`src/rtl/sensor_debounce_if.sv`:
```
// Bundles the two sensor inputs, the counter clear and all qualified outputs
// that run between the detector front end and the traffic light controller.
interface sensor_debounce_if;
  logic       raw_a;
  logic       raw_b;
  logic       clr;
  logic       ta;
  logic       tb;
  logic [7:0] veh_cnt_a;
  logic [7:0] veh_cnt_b;
  logic       stuck_a;
  logic       stuck_b;

  modport master (
    output raw_a, raw_b, clr,
    input  ta, tb, veh_cnt_a, veh_cnt_b, stuck_a, stuck_b
  );

  modport slave (
    input  raw_a, raw_b, clr,
    output ta, tb, veh_cnt_a, veh_cnt_b, stuck_a, stuck_b
  );
endinterface

```
`src/rtl/sensor_debounce.sv`:
```
// Two-channel car-detector qualifier: synchronize, debounce, minimum-hold and count.
// Define SENSOR_STUCK_DET_EN to build the stuck-high detector with fail-safe request.
module sensor_debounce #(
  parameter int DEB_CYCLES   = 4,
  parameter int HOLD_CYCLES  = 8,
  parameter int STUCK_CYCLES = 255
) (
  input logic               clk,
  input logic               rst,
  sensor_debounce_if.slave  bus
);

  typedef enum logic {
    REQ_IDLE,
    REQ_ACTIVE
  } req_state_t;

  localparam logic [3:0] DEB_LAST = 4'(DEB_CYCLES - 1);
  localparam logic [7:0] HOLD_MAX = 8'(HOLD_CYCLES);

  logic       raw_w   [2];
  logic       ta_w    [2];
  logic [7:0] veh_w   [2];
  logic       stuck_w [2];

  assign raw_w[0]      = bus.raw_a;
  assign raw_w[1]      = bus.raw_b;
  assign bus.ta        = ta_w[0];
  assign bus.tb        = ta_w[1];
  assign bus.veh_cnt_a = veh_w[0];
  assign bus.veh_cnt_b = veh_w[1];
  assign bus.stuck_a   = stuck_w[0];
  assign bus.stuck_b   = stuck_w[1];

  for (genvar ch = 0; ch < 2; ch++) begin : g_chan
    logic       sync_meta;
    logic       sync;
    logic       deb;
    logic       deb_next;
    logic [3:0] deb_cnt;
    logic [3:0] deb_cnt_next;
    req_state_t state;
    req_state_t state_next;
    logic [7:0] hold;
    logic [7:0] hold_next;
    logic       count;
    logic [7:0] veh;
    logic [7:0] veh_next;
    logic       stuck;

    always_ff @(posedge clk or negedge rst) begin
      if (!rst) begin
        sync_meta <= 1'b0;
        sync      <= 1'b0;
      end else begin
        sync_meta <= raw_w[ch];
        sync      <= sync_meta;
      end
    end

    // Any agreeing sample restarts the count, so only an unbroken run of
    // DEB_CYCLES disagreeing samples flips the debounced level.
    always_comb begin
      deb_next     = deb;
      deb_cnt_next = '0;
      if (sync != deb) begin
        if (deb_cnt == DEB_LAST) begin
          deb_next = ~deb;
        end else begin
          deb_cnt_next = deb_cnt + 4'd1;
        end
      end
    end

    always_ff @(posedge clk or negedge rst) begin
      if (!rst) begin
        deb     <= 1'b0;
        deb_cnt <= '0;
      end else begin
        deb     <= deb_next;
        deb_cnt <= deb_cnt_next;
      end
    end

    // The request follows deb_next so it rises on the same edge as the
    // debounced level; release waits for a saturated hold and a clear stuck flag.
    always_comb begin
      state_next = state;
      hold_next  = hold;
      count      = 1'b0;
      case (state)
        REQ_IDLE: begin
          if (deb_next || stuck) begin
            state_next = REQ_ACTIVE;
            hold_next  = 8'd1;
            count      = ~stuck;
          end
        end
        REQ_ACTIVE: begin
          if (!deb_next && !stuck && (hold == HOLD_MAX)) begin
            state_next = REQ_IDLE;
            hold_next  = '0;
          end else if (hold != HOLD_MAX) begin
            hold_next = hold + 8'd1;
          end
        end
        default: begin
          state_next = REQ_IDLE;
          hold_next  = '0;
        end
      endcase
    end

    always_ff @(posedge clk or negedge rst) begin
      if (!rst) begin
        state <= REQ_IDLE;
        hold  <= '0;
      end else begin
        state <= state_next;
        hold  <= hold_next;
      end
    end

    always_comb begin
      veh_next = veh + {7'd0, count};
      if (bus.clr) begin
        veh_next = '0;
      end
    end

    always_ff @(posedge clk or negedge rst) begin
      if (!rst) begin
        veh <= '0;
      end else begin
        veh <= veh_next;
      end
    end

`ifdef SENSOR_STUCK_DET_EN
    localparam logic [7:0] STUCK_MAX  = 8'(STUCK_CYCLES);
    localparam logic [7:0] STUCK_LAST = 8'(STUCK_CYCLES - 1);

    logic [7:0] stuck_cnt;

    // The run counter is left alone by clr, so a sensor still held high
    // re-flags on the next sample after a clear.
    always_ff @(posedge clk or negedge rst) begin
      if (!rst) begin
        stuck_cnt <= '0;
        stuck     <= 1'b0;
      end else begin
        if (!sync) begin
          stuck_cnt <= '0;
        end else if (stuck_cnt != STUCK_MAX) begin
          stuck_cnt <= stuck_cnt + 8'd1;
        end
        if (bus.clr) begin
          stuck <= 1'b0;
        end else if (sync && (stuck_cnt >= STUCK_LAST)) begin
          stuck <= 1'b1;
        end
      end
    end
`else
    assign stuck = 1'b0;
`endif

    assign ta_w[ch]    = (state == REQ_ACTIVE);
    assign veh_w[ch]   = veh;
    assign stuck_w[ch] = stuck;
  end

endmodule

```
`src/flat_wrapper.sv`:
```
// flat-port wrapper written by rule: the top's interface ports become plain ports
module sensor_debounce_flat 
#(
  parameter int DEB_CYCLES   = 4,
  parameter int HOLD_CYCLES  = 8,
  parameter int STUCK_CYCLES = 255
)
  (clk, rst, bus_raw_a, bus_raw_b, bus_clr, bus_ta, bus_tb, bus_veh_cnt_a, bus_veh_cnt_b, bus_stuck_a, bus_stuck_b);
  sensor_debounce_if bus_i ();
  input logic clk;
  input logic rst;
  input wire logic [$bits(bus_i.raw_a)-1:0] bus_raw_a;
  input wire logic [$bits(bus_i.raw_b)-1:0] bus_raw_b;
  input wire logic [$bits(bus_i.clr)-1:0] bus_clr;
  output wire logic [$bits(bus_i.ta)-1:0] bus_ta;
  output wire logic [$bits(bus_i.tb)-1:0] bus_tb;
  output wire logic [$bits(bus_i.veh_cnt_a)-1:0] bus_veh_cnt_a;
  output wire logic [$bits(bus_i.veh_cnt_b)-1:0] bus_veh_cnt_b;
  output wire logic [$bits(bus_i.stuck_a)-1:0] bus_stuck_a;
  output wire logic [$bits(bus_i.stuck_b)-1:0] bus_stuck_b;
  assign bus_i.raw_a = bus_raw_a;
  assign bus_i.raw_b = bus_raw_b;
  assign bus_i.clr = bus_clr;
  assign bus_ta = bus_i.ta;
  assign bus_tb = bus_i.tb;
  assign bus_veh_cnt_a = bus_i.veh_cnt_a;
  assign bus_veh_cnt_b = bus_i.veh_cnt_b;
  assign bus_stuck_a = bus_i.stuck_a;
  assign bus_stuck_b = bus_i.stuck_b;
  sensor_debounce #(.DEB_CYCLES(DEB_CYCLES), .HOLD_CYCLES(HOLD_CYCLES), .STUCK_CYCLES(STUCK_CYCLES)) u_core (.clk(clk), .rst(rst), .bus(bus_i));
endmodule
```
`config.mk`:
```
export PLATFORM = sky130hd
export DESIGN_NAME = sensor_debounce_flat
export DESIGN_NICKNAME = d
export VERILOG_FILES = /design/src/rtl/sensor_debounce_if.sv /design/src/rtl/sensor_debounce.sv /design/src/flat_wrapper.sv
export SDC_FILE = /design/constraint.sdc
export NUM_CORES = 1
export LEC_CHECK = 0
export ABC_AREA = 1
export BUFFER_PORTS_ARGS = -buffer_cell sky130_fd_sc_hd__clkbuf_2
export CORE_ASPECT_RATIO = 0.7
export CORE_MARGIN = 5
export CORE_UTILIZATION = 45
export CTS_BUF_LIST = sky130_fd_sc_hd__clkbuf_8
export DETAILED_ROUTE_END_ITERATION = 7
export GPL_TIMING_DRIVEN = 0
export HOLD_SLACK_MARGIN = 0.03
export PLACE_DENSITY = 0.6
export SLEW_MARGIN = 20
export SYNTH_ARGS = -nofsm -noshare
export SYNTH_HDL_FRONTEND = slang
export SYNTH_SLANG_ARGS = --single-unit
```
`constraint.sdc`:
```
create_clock -name clk -period 4.6 [get_ports clk]
set_clock_uncertainty 0.1 [all_clocks]
set_input_delay 0.92 -clock clk [delete_from_list [all_inputs] [get_ports clk]]
set_output_delay 0.92 -clock clk [all_outputs]
set_load 0.005 [all_outputs]
```
==> flow_summary.toml <==
[cells_and_area]
syn2layout_area_growth_pct = 12.23
fillCellCount = 510
nets = 325
drive_above_1_share = 0.1576
n_antenna_cell = 0
final_cell_area_um2 = 2721

[clock_tree]
htreeDepth = 2
clk_latency_ns = 0.29
hold_buffers = 0
cts_tree = "yes"
cts_resized = 0
post_cts_buffers = 0
cts_root_buf = "clkbuf_8"
numCtsBuffers = 5
clock-sinks = 48
clock_path_buffers = 2
path_clk_slew_ns = 0.08

[sta]
maxSlewHeadroom = 0.5730
worstMarginPinSlew_ns = 0.6406
rsz0062_at_grt = "no"
tns_ns = 0
fin_crit_sh = 0.4783
hold_violations = 0
clock.fmax_ghz = 0.4545
fin_crit_ns = 2.200
setup-violations-final = 0
slew_viol_final = 0
setup_slack_ns = 2.400

[synthesis]
synthTopCellsByArea = "dfrtp_1 (50%), nand2_1 (8.4%), nand3_1 (6.6%), nor2_1 (5.6%), ha_1 (5.2%)"
syn_area_per_cell_um2 = 8.660
yosysMostFrequentCell = "nand2_1"
ys_warn_count = 0
synth_cells = 280
ys.flop_type = "dfrtp_1"
postSynth.asyncResetShare = 1.000
synthesis.area_um2 = 2425
yosysTopAreaCellShare = 0.4954
yosysSeqAreaShare = 0.4954
yosys.area.top_type = "dfrtp_1"
ys_ff_latch = 48
ys_top_cells_by_count = "nand2_1 (54), dfrtp_1 (48), nor2_1 (36)"
synth_cell_types = 29
synth_edf_count = 0

[place]
io_buffers = 22
dpl_cell_area_um2 = 2631
place_congestion = 0.7757
dp_slack_ns = 2.425
hpwl_mm = 3.086

[power]
power_density_nw_per_um2 = 492.5
sequentialPowerShare = 0.467
p_leak_nw = 1.402
comb_power_share = 0.347
p_total_mw = 1.340
vdd_drop_max_mv = 0.2209
pwr-share-clk = 0.186
p_sw_frac = 0.3767
intPower_mw = 0.8354
p_sw_mw = 0.5049

[die]
core_area_um2 = 5230
fp-row-count = 22
die_height_um = 71.42
die_area_um2 = 6980
die_x_um = 97.74
start_util = 0.4636
io_pins = 25

[detailed_routing]
drtAntennaViolNets = 0
drt_iter0_drc = 39
vias_per_cell = 4.689
avgRoutedWirePerCell_um = 11.19
drt_pass1_iterations = 4
routed_wl_mm = 4.287
drc = 0
vias = 1796

[setup_path]
crit_required_ns = 4.68
reg2regPathDepth = 12
startpoint_type = "flip-flop"
worstPathArrival_ns = 2.28
rr_startpoint = "u_core.g_chan[0].deb_cnt[0]$_DFF_PN0_"
r2r_end = "u_core.bus.veh_cnt_a[6]$_DFF_PN0_"
cp_max_fo = 8
r2r_setup_slack_ns = 2.40
crit_type = "reg2reg"
crit_path_end_kind = "flip-flop"

[worst_hold_path]
min_from = "u_core.g_chan[0].sync_meta$_DFF_PN0_"
hold_path.class = "reg2reg"
holdPathEnd = "u_core.g_chan[0].sync$_DFF_PN0_"
hold_path_depth = 0

[grt]
grt.met1_usage = 0.1815
use_met3 = 0.03307
grt_antenna_before_repair = 0
grt_pass1_vias = 1690
grt_max_degree = 49
top_usage_layer = "met2"
grt_first_pass_wirelength_mm = 7.590
overflow = 0
met2_usage = 0.2027
grt_usage = 0.1296

[status]
status = "completed"

[job]
cap_violations = 0
-- worst max-delay path by stage --
stage / start / endpoint / slack, ns
final: u_core.g_chan[0].deb_cnt[0]$_DFF_PN0_ / u_core.bus.veh_cnt_a[6]$_DFF_PN0_ / 2.40
after global routing: u_core.g_chan[0].deb_cnt[0]$_DFF_PN0_ / u_core.bus.veh_cnt_a[6]$_DFF_PN0_ / 2.18
after CTS: u_core.g_chan[0].deb_cnt[0]$_DFF_PN0_ / u_core.bus.veh_cnt_a[6]$_DFF_PN0_ / 2.40
after detailed placement: u_core.g_chan[0].deb_cnt[0]$_DFF_PN0_ / u_core.bus.veh_cnt_a[6]$_DFF_PN0_ / 2.43
after global placement: u_core.g_chan[0].deb_cnt[0]$_DFF_PN0_ / u_core.bus.veh_cnt_a[6]$_DFF_PN0_ / 2.41
after floorplan: u_core.g_chan[1].deb_cnt[0]$_DFF_PN0_ / u_core.bus.veh_cnt_b[6]$_DFF_PN0_ / 2.66
-- through the flow --
| stage | hold slack, ns | cells | util |
|---|---|---|---|
| floorplan | 0.2312 | 281 | - |
| global placement | 0.2352 | 375 | 0.5026 |
| global route | 0.2692 | 383 | 0.5203 |
| finish | 0.2603 | 383 | 0.5203 |
| CTS | 0.2657 | 383 | 0.5203 |
| detailed placement | 0.2355 | 375 | 0.5031 |
-- placed cells by master, fill, tap and decap left out, types with 2 or more instances in the layout --
cell      netlist  layout
buf_4           2       2
nand2_4         3       3
a21oi_1         8       8
clkbuf_2        0      21
xnor2_1         3       3
nand3_2         3       3
clkbuf_8        1       7
nand2_2         2       2
nand3b_1        3       3
o21ai_0        10      10
inv_1          31      33
nand4_1        11      11
dfrtp_1        48      48
conb_1          1       2
nor2_2          2       2
or2_2           4       4
nand2_1        54      54
ha_1           10      10
xor2_1          7       7
nor2_1         36      36
nand3_1        32      32
-- per-layer routing --
layer	vias to the layer above	share of wire
li1	967	-
met1	800	0.52
met2	29	0.43
met3	0	0.044
met4	0	0
met5	-	0
-- cell type report --
cell class,count,area [um^2],area share
Buffer,4,33.78,0.01241
Multi-Input combinational cell,197,1074,0.3945
Tap cell,72,90.09,0.03310
Clock buffer,6,82.58,0.03034
Inverter,32,120.1,0.04414
Timing Repair Buffer,22,112.6,0.04138
Sequential cell,48,1201,0.4414
Clock inverter,2,7.507,0.002759
-- state kept, by name, indices dropped and copies added, names as in the netlist --
| signal | cells |
|---|---|
| u_core.bus.ta | 1 |
| u_core.bus.tb | 1 |
| u_core.bus.veh_cnt_a | 8 |
| u_core.bus.veh_cnt_b | 8 |
| u_core.g_chan.deb | 2 |
| u_core.g_chan.deb_cnt | 8 |
| u_core.g_chan.hold | 16 |
| u_core.g_chan.sync | 2 |
| u_core.g_chan.sync_meta | 2 |
-- power groups by stage --
stage	registers, mW	logic, mW	clock network (mW)
floorplan	0.612	0.383	0
global placement	0.633	0.464	0
detailed placement	0.631	0.470	0
CTS	0.624	0.472	0.260
global route	0.644	0.546	0.278
finish	0.626	0.465	0.249
-- cells by family after synthesis --
logic type,after synthesis,share of synthesized area
AND/OR/NAND/NOR,154,0.3024
flip-flops,48,0.4954
buffers and inverters,36,0.06346
AO/OA/AOI/OAI,21,0.04954
XOR/XNOR,10,0.03612
adder cells (fa/ha/maj),10,0.05160
other,1,0.001547
-- critical path: stages (launching register included) --
cell	delay [ns]
dfrtp_1	0.38
ha_1	0.24
nand2_1	0.11
nand2_1	0.10
nand3_2	0.19
inv_1	0.11
ha_1	0.17
ha_1	0.18
nand2_1	0.09
nor3_2	0.15
nand2_1	0.09
xor2_1	0.14
nor2_1	0.05
Note: power is estimated with default switching activity, not from simulation.
